$ cat src/rtl/arm_pkg.sv
// Shared definitions for the approximate recursive multiplier: mode encodings,
// a constant-safe clog2 and the 2x2 base-cell function used by RTL and models.
package arm_pkg;

  localparam logic MODE_EXACT  = 1'b0;
  localparam logic MODE_APPROX = 1'b1;

  // Ceiling log2 for elaboration-time width calculations.
  function automatic int unsigned clog2(input int unsigned v);
    int unsigned r;
    r = 0;
    while (((32'd1 << r) < v) && (r < 32)) r++;
    return r;
  endfunction

  // 2x2 digit product; the Kulkarni cell maps 3x3 to 7 and is exact otherwise.
  function automatic logic [3:0] cell2(input logic [1:0] x, input logic [1:0] y,
                                       input logic mode);
    logic [3:0] p;
    p = '0;
    case (mode)
      MODE_APPROX: p = {1'b0, x[1] & y[1], (x[1] & y[0]) | (x[0] & y[1]), x[0] & y[0]};
      MODE_EXACT:  p = 4'(x) * 4'(y);
    endcase
    return p;
  endfunction

endpackage

$ cat src/rtl/arm_cell2.sv
// Combinational 2x2 base cell with per-beat exact/approximate selection.
module arm_cell2
  import arm_pkg::*;
(
  input  logic [1:0] a_i,
  input  logic [1:0] b_i,
  input  logic       mode_i,
  output logic [3:0] prod_c_o
);

  // Single digit-pair product.
  always_comb prod_c_o = cell2(a_i, b_i, mode_i);

endmodule

$ cat src/rtl/approx_rec_mult_pipe.sv
// Pipelined W x W unsigned approximate recursive multiplier.
// Stage 0 registers every 2x2 cell product; each later stage merges 2x2 groups
// of sub-products into the next operand size. Valid/ready on both sides; the
// whole pipe advances together whenever the output slot is free or drained.
// Optional: define ARM_APPROX_HITS_EN to add the "hits" port, which counts the
// 3x3 digit pairs multiplied in approximate mode for the beat presented on Y.
module approx_rec_mult_pipe
  import arm_pkg::*;
#(
  parameter int unsigned W = 8
) (
  input  logic           clk,
  input  logic           rst,
  input  logic           in_valid,
  output logic           in_ready,
  input  logic [W-1:0]   a,
  input  logic [W-1:0]   b,
  input  logic           approx,
  output logic           out_valid,
  input  logic           out_ready,
  output logic [2*W-1:0] Y
`ifdef ARM_APPROX_HITS_EN
  ,
  output logic [2*clog2(W/2):0] hits
`endif
);

  localparam int unsigned LVL = clog2(W / 2);
  localparam int unsigned LAT = LVL + 1;
  localparam int unsigned D0  = W / 2;

  logic           en_c;
  logic [LVL:0]   vld_q;
  logic [LVL:0]   vld_d;

  // Global advance: move when the output slot is empty or being consumed.
  always_comb en_c = !out_valid || out_ready;

  assign in_ready  = en_c;
  assign out_valid = vld_q[LVL];

  // Valid bits shift with the data; bubbles stay in place as invalid slots.
  always_comb vld_d = en_c ? {vld_q[LVL-1:0], in_valid} : vld_q;

  // Valid-bit pipeline register.
  always_ff @(posedge clk or posedge rst) begin
    if (rst) vld_q <= '0;
    else     vld_q <= vld_d;
  end

  for (genvar k = 0; k <= LVL; k++) begin : g_lvl
    // D blocks per operand at this level, each product PW bits wide.
    localparam int unsigned D  = W >> (k + 1);
    localparam int unsigned PW = 4 << k;

    logic [PW-1:0] p_q [D*D];
    logic [PW-1:0] p_d [D*D];

    if (k == 0) begin : g_cells
      for (genvar i = 0; i < D; i++) begin : g_ai
        for (genvar j = 0; j < D; j++) begin : g_bj
          arm_cell2 u_cell (
            .a_i      (a[2*i +: 2]),
            .b_i      (b[2*j +: 2]),
            .mode_i   (approx),
            .prod_c_o (p_d[i*D + j])
          );
        end
      end
    end else begin : g_comb
      // N is the operand width of the previous level; DP its blocks per side.
      localparam int unsigned N  = 1 << k;
      localparam int unsigned DP = 2 * D;
      for (genvar i = 0; i < D; i++) begin : g_ai
        for (genvar j = 0; j < D; j++) begin : g_bj
          // LL + (HL << N) + (LH << N) + (HH << 2N); HL = high a, low b.
          assign p_d[i*D + j] =
              PW'(g_lvl[k-1].p_q[(2*i)*DP + 2*j])
            + (PW'(g_lvl[k-1].p_q[(2*i+1)*DP + 2*j]) << N)
            + (PW'(g_lvl[k-1].p_q[(2*i)*DP + 2*j + 1]) << N)
            + (PW'(g_lvl[k-1].p_q[(2*i+1)*DP + 2*j + 1]) << (2*N));
        end
      end
    end

    // Stage register for this level's products.
    always_ff @(posedge clk or posedge rst) begin
      if (rst)       p_q <= '{default: '0};
      else if (en_c) p_q <= p_d;
    end
  end

  assign Y = g_lvl[LVL].p_q[0];

`ifdef ARM_APPROX_HITS_EN
  localparam int unsigned HW = 2 * LVL + 1;

  logic [D0*D0-1:0] hit_vec_c;
  logic [LAT*HW-1:0] hits_q;
  logic [LAT*HW-1:0] hits_d;

  for (genvar i = 0; i < D0; i++) begin : g_hit_a
    for (genvar j = 0; j < D0; j++) begin : g_hit_b
      assign hit_vec_c[i*D0 + j] = approx && (a[2*i +: 2] == 2'b11) && (b[2*j +: 2] == 2'b11);
    end
  end

  // Hit count enters with the beat and rides the same advance as the data.
  always_comb hits_d = en_c ? {hits_q[(LAT-1)*HW-1:0], HW'($countones(hit_vec_c))} : hits_q;

  // Hit-count pipeline register.
  always_ff @(posedge clk or posedge rst) begin
    if (rst) hits_q <= '0;
    else     hits_q <= hits_d;
  end

  assign hits = hits_q[LAT*HW-1 -: HW];
`endif

endmodule

$ cat config.mk
export PLATFORM = sky130hd
export DESIGN_NAME = approx_rec_mult_pipe
export DESIGN_NICKNAME = d
export VERILOG_FILES = /design/src/rtl/arm_pkg.sv /design/src/rtl/arm_cell2.sv /design/src/rtl/approx_rec_mult_pipe.sv
export SDC_FILE = /design/constraint.sdc
export NUM_CORES = 1
export LEC_CHECK = 0
export BUFFER_PORTS_ARGS = -buffer_cell sky130_fd_sc_hd__buf_2
export CAP_MARGIN = 20
export CORE_MARGIN = 2
export CORE_UTILIZATION = 35
export DETAILED_ROUTE_END_ITERATION = 12
export PLACE_DENSITY = 0.62
export SYNTH_ARGS = -nofsm -noshare
export SYNTH_HDL_FRONTEND = slang
export SYNTH_SLANG_ARGS = --single-unit
$ cat constraint.sdc
create_clock -name clk -period 3.22 [get_ports clk]
set_input_delay 0.322 -clock clk [delete_from_list [all_inputs] [get_ports clk]]
set_output_delay 0.322 -clock clk [all_outputs]
set_load 0.01 [all_outputs]
# After elaboration in Yosys (flattened, before gate mapping)
# Cells that the tools add are included.
word_totals:
  register_bits: 115
  word_cells: 152
classes:
  addsub: 15
  mul: 16
  muxes: 16
  bitwise: 81
  reduce_logical: 2
op_table:
  columns: ["cell", "count"]
  rows:
  - ["$pmux 4 s2", 16]
  - ["$and 1x1->1", 64]
  - ["$mul 2x2->4", 16]
  - ["$add 7x6->8", 4]
  - ["$add 8x8->8", 4]
  - ["$add 4x6->7", 4]
  - ["$add 16x12->16", 1]
  - ["$add 16x16->16", 1]
  - ["$or 1x1->1", 16]
  - ["$add 8x12->13", 1]
  - ["$logic_not 1->1", 1]
  - ["$logic_or 1x1->1", 1]
  - ["$not 1->1", 1]

# Logic depth before layout (Yosys ltp)
logic_depth:
  word_depth: 3
  depth_mapped: 15
  ltp_nobuf: 15

# By module
# Synthesis repeated with hierarchy kept, for this count alone.
unflattened:
  cells_unflattened: 858
  hier_area_um2: 7577.3
by_module_without_submodules:
  columns: ["mod", "n_inst", "cells_per_inst", "area_each_um2", "seq_area_each_um2"]
  rows:
  - ["approx_rec_mult_pipe", 1, 650, 6015.8, 2877.8]
  - ["arm_cell2", 16, 13, 97.6, 0.0]

# Worst setup path after synthesis
# Ideal clock, no wire load.
synth_path:
  path_type: "register to register"
  startpoint: "register g_lvl[1].p_q[9] (netlist name)"
  endpoint: "register g_lvl[2].p_q, in the netlist Y[14]"
  setup_time_ns: 0.143
  t_arrival_ns: 2.952
  path_slack_ns: 0.125
  stages_incl_launch_ff: 14
  n_path_buf: 0
  cell_sequence: "dfrtp_1 -> ha_1 -> a21o_1 -> a21oi_1 -> nor2b_1 -> o21ai_1 -> xnor2_1 -> fa_1 -> ha_1 -> a21oi_1 -> o21ai_1 -> or3_1 -> mux2i_1 -> a311oi_1"
synth_between:
  elab_chain_len: 3
synth_rtl:
  columns: ["item", "line_no", "rtl"]
  rows:
  - ["start: declaration", "approx_rec_mult_pipe.sv:56", "logic [PW-1:0] p_q [D*D];"]
  - ["start signal: assignment", "approx_rec_mult_pipe.sv:89", "else if (en_c) p_q <= p_d;"]
  - ["$add 8x12->13", "approx_rec_mult_pipe.sv:79", "+ (PW'(g_lvl[k-1].p_q[(2*i+1)*DP + 2*j]) << N)"]
  - ["$add 16x12->16", "approx_rec_mult_pipe.sv:80", "+ (PW'(g_lvl[k-1].p_q[(2*i)*DP + 2*j + 1]) << N)"]
  - ["$add 16x16->16", "approx_rec_mult_pipe.sv:81", "+ (PW'(g_lvl[k-1].p_q[(2*i+1)*DP + 2*j + 1]) << (2*N));"]
  - ["end signal: assignment", "approx_rec_mult_pipe.sv:89", null]
  - ["end: declaration", "approx_rec_mult_pipe.sv:56", null]
# No other way between the ends.
# A chain may end at the register's enable or synchronous reset.

# Final worst setup path
layout_path:
  startpoint: "register g_lvl[1].p_q[28] (netlist name)"
  endpoint: "register g_lvl[2].p_q, in the netlist Y[15]"
# The elaborated chain is that of the path after synthesis.

==> results.txt <==
----------------------------------------------------
[Job]
  Number of max-capacitance violations reported ... 0

[STA]
  Hold Vio Cnt, Final ... 0
  Number of max-slew violations in the final report ... 0
  Setup-violating endpoint count in the final report ... 0
  Minimum clock period after layout ... 3.132 ns
  Setup repair after global routing missed its margin ... yes
  Total Neg Setup Slack ... 0 ns
  Final worst path period share ... 0.9727
  Max frequency ... 0.3193 GHz
  Actual slew at the worst max-slew pin ... 0.8727 ns
  WHS ... 0.05540 ns
  Slew HR ... 0.4182
  Worst Skew ... 0.004914 ns

[Detailed routing]
  Ratio of routed vias to standard cells ... 4.628
  Detailed-route wire length per cell ... 13.84 um
  Number of DRC markers after the initial detailed-route iteration ... 303
  Drc violations ... 0
  Aggregate routed wire length ... 15660 um
  Pre-antenna DRT Iters ... 4
  Antenna Nets Post-Route ... 0
  DR vias ... 5234

[Clock tree]
  Clock slew seen by the registers of the worst setup and hold paths ... 0.05 ns
  CTS tree ... built
  Sink Count ... 115
  Clk Tree Root Cell ... clkbuf_16
  Worst-skew pair later-pin latency ... 0.42 ns
  Cts bufs inserted ... 17
  Post-CTS Hold Buffers ... 0
  Number of H-tree levels ... 4
  Clock Path Buffers ... 2

[Synth]
  Avg Cell Area, Syn ... 9.113 um2
  Asr flop ratio synth ... 1.000
  Synthesized instance count ... 812
  Synthesized flop and latch total ... 115
  Combined area of all synthesized cells ... 7400 um2
  Most used flip-flop cell after synthesis ... dfrtp_1
  Number of distinct standard cells referenced by the synthesized netlist ... 38
  Synth Net Count ... 945
  EDFF count, synth ... 0
  Sequential cell area fraction in the yosys report ... 0.3889
  Number of synthesis warnings ... 0

[Hold path]
  Path category of the worst min-delay check ... primary input to async pin

[Critical path]
  Critical path class ... flop to flop
  Endpoint required time on the critical path ... 3.49 ns
  Worst reg2reg path depth ... 16
  Data arrival time of the critical path ... 3.40 ns
  Crit. End Element ... flop
  Highest fanout seen on the critical path ... 4
  Startpoint type of the worst setup path ... flop

[Global routing]
  Aggregate global routing overflow ... 0
  Via count of the first global-routing pass ... 5026
  First-pass GRT wire length ... 25700 um
  Initial antenna violation count ... 0
  Total global routing track utilization ... 0.1481
  Largest net degree at the start of global routing ... 116

[Cells and area]
  Fin nets ... 976
  Share of layout cells above drive strength 1 ... 0.1355
  Syn-to-layout area delta ... 18.06%
  Antenna diode count ... 0
  Leading cell types in the layout, fill and taps excluded ... nand2_1 (188), dfrtp_1 (115), inv_1 (87)
  Most frequent standard cell in the layout excluding fill and tap cells ... nand2_1

[Power and ir drop]
  Fraction of power consumed by the clock network ... 0.262
  Leakage ... 0.004698 uW
  Worst vdd rail ir drop ... 0.5072 mV
  Seq pwr share ... 0.264
  Design internal power ... 5093 uW
  Net switching share of the total power ... 0.3760
  Logic gate share of total power ... 0.474
  Power Density ... 934.4 nW/um2
  Net Sw Power ... 3070 uW

[Place]
  Weighted congestion at the end of routability-driven global placement ... 0.7798
  I/O Buffers ... 38
  Post-detail-place hpwl ... 10370 um

[Die]
  Number of rows created at floorplan ... 53
  Initial standard-cell utilization of the core ... 0.3542
  Number of top-level design ports ... 39
  Die area ... 22320 um2
  Floorplan die height ... 149.4 um
  Horiz. Die Dim ... 149.4 um
  Area inside the core boundary ... 20890 um2

[Status]
  Run status ... completed

----------------------------------------------------
==> stage by stage <==
| step | total power [uW] | utilization | worst slack (ns) | instance area (um2) | cells |
|---|---|---|---|---|---|
| 6_report | 8163 | 0.4182 | 0.08798 | 8736 | 1131 |
| 5_1_grt | 8822 | 0.4182 | -0.04865 | 8736 | 1131 |
| 4_1_cts | 7586 | 0.4098 | 0.004611 | 8561 | 1127 |
| 3_5_place_dp | 5339 | 0.3768 | -0.05066 | 7871 | 1095 |
| 3_3_place_gp | 5277 | 0.3768 | 0.04666 | 7871 | 1095 |
| 2_1_floorplan | 4488 | - | 0.1248 | 7403 | 812 |
==> final cells by class <==
| type | count | area, um2 |
|---|---|---|
| fill | 2051 | 12150 |
| sequential | 115 | 2878 |
| tap | 275 | 344.1 |
| timing repair buffer | 53 | 327.8 |
| clock inverter | 7 | 140.1 |
| clock buffer | 25 | 535.5 |
| multi-input combinational | 566 | 4168 |
| inverter | 90 | 342.8 |
==> cells by family (layout without fill, tap and decap cells) <==
logic type / after synthesis / in the layout / synth area share
fa+ha+maj: 112 / 112 / 0.2147
flops: 115 / 115 / 0.3889
mux: 31 / 31 / 0.04193
buf+inv: 131 / 175 / 0.07000
simple gates: 284 / 284 / 0.1698
xor+xnor: 27 / 27 / 0.03196
compound gates: 112 / 112 / 0.08268
==> routing by layer <==
layer | global-route usage | part of all wire
met1 | 0.2212 | 0.51
met2 | 0.2115 | 0.43
met3 | 0.03731 | 0.044
met4 | 0.04095 | 0.012
met5 | 0 | 0
==> cells in the mapped netlist, drive strengths merged (2+ instances only) <==
master	number	area share
nand2	190	0.097
dfrtp	115	0.39
inv	90	0.046
ha	87	0.15
o21ai	60	0.041
a21oi	33	0.022
mux2i	31	0.042
fa	25	0.068
nor2	23	0.012
clkbuf	21	0.011
buf	20	0.014
nand3	20	0.014
and2	16	0.014
nand3b	16	0.016
xor2	14	0.017
xnor2	13	0.015
a21o	11	0.011
nor2b	5	0.0046
and3	3	0.0025
nand2b	3	0.0025
a211oi	2	0.0020
and4	2	0.0027
nand4	2	0.0017
o211ai	2	0.0020
o22ai	2	0.0017
or3	2	0.0017
==> flip-flops by register name, indices dropped and copies added (netlist names) <==
signal / cells
g_lvl.p_q: 96
Y: 16
vld_q: 3
==> worst paths after layout <==
path / from / to / slack (ns)
worst max-delay path: g_lvl[1].p_q[28] / Y[15] / 0.09
worst min-delay path: rst / Y[11] / 0.06
worst max register to register: g_lvl[1].p_q[28] / Y[15] / 0.09
worst min register to register: Y[5] / Y[5] / 0.46
max in group asynchronous: rst / g_lvl[0].p_q[46] / 2.66
min in group clk: in_valid / vld_q[0] / 0.12
==> power by group through the flow <==
stage	combinational, uW	clock, uW	sequential, uW
after floorplan	2330	0	2160
after global placement	3110	0	2170
after detailed placement	3160	0	2180
after CTS	3260	2170	2160
after global routing	4380	2220	2220
final	3870	2140	2160
==> worst max-delay path, stage by stage, from the launching register on <==
cell and delay [ns]:
dfrtp_1 0.36, ha_2 0.20, inv_2 0.04, fa_2 0.35
nor2b_1 0.11, o21ai_1 0.08, nand2b_1 0.11, buf_4 0.13
xnor2_1 0.12, fa_1 0.44, inv_1 0.11, ha_4 0.23
nor2_2 0.19, a21oi_1 0.11, a21oi_2 0.17, xor2_1 0.15
o21ai_1 0.07
==> repair_timing <==
item	4_1_cts	5_1_grt
pin swaps	0	20
setup buffers	0	4
resized for setup	4	27
setup endpoints to repair	4	7
Power figures use the tool's default switching activity.
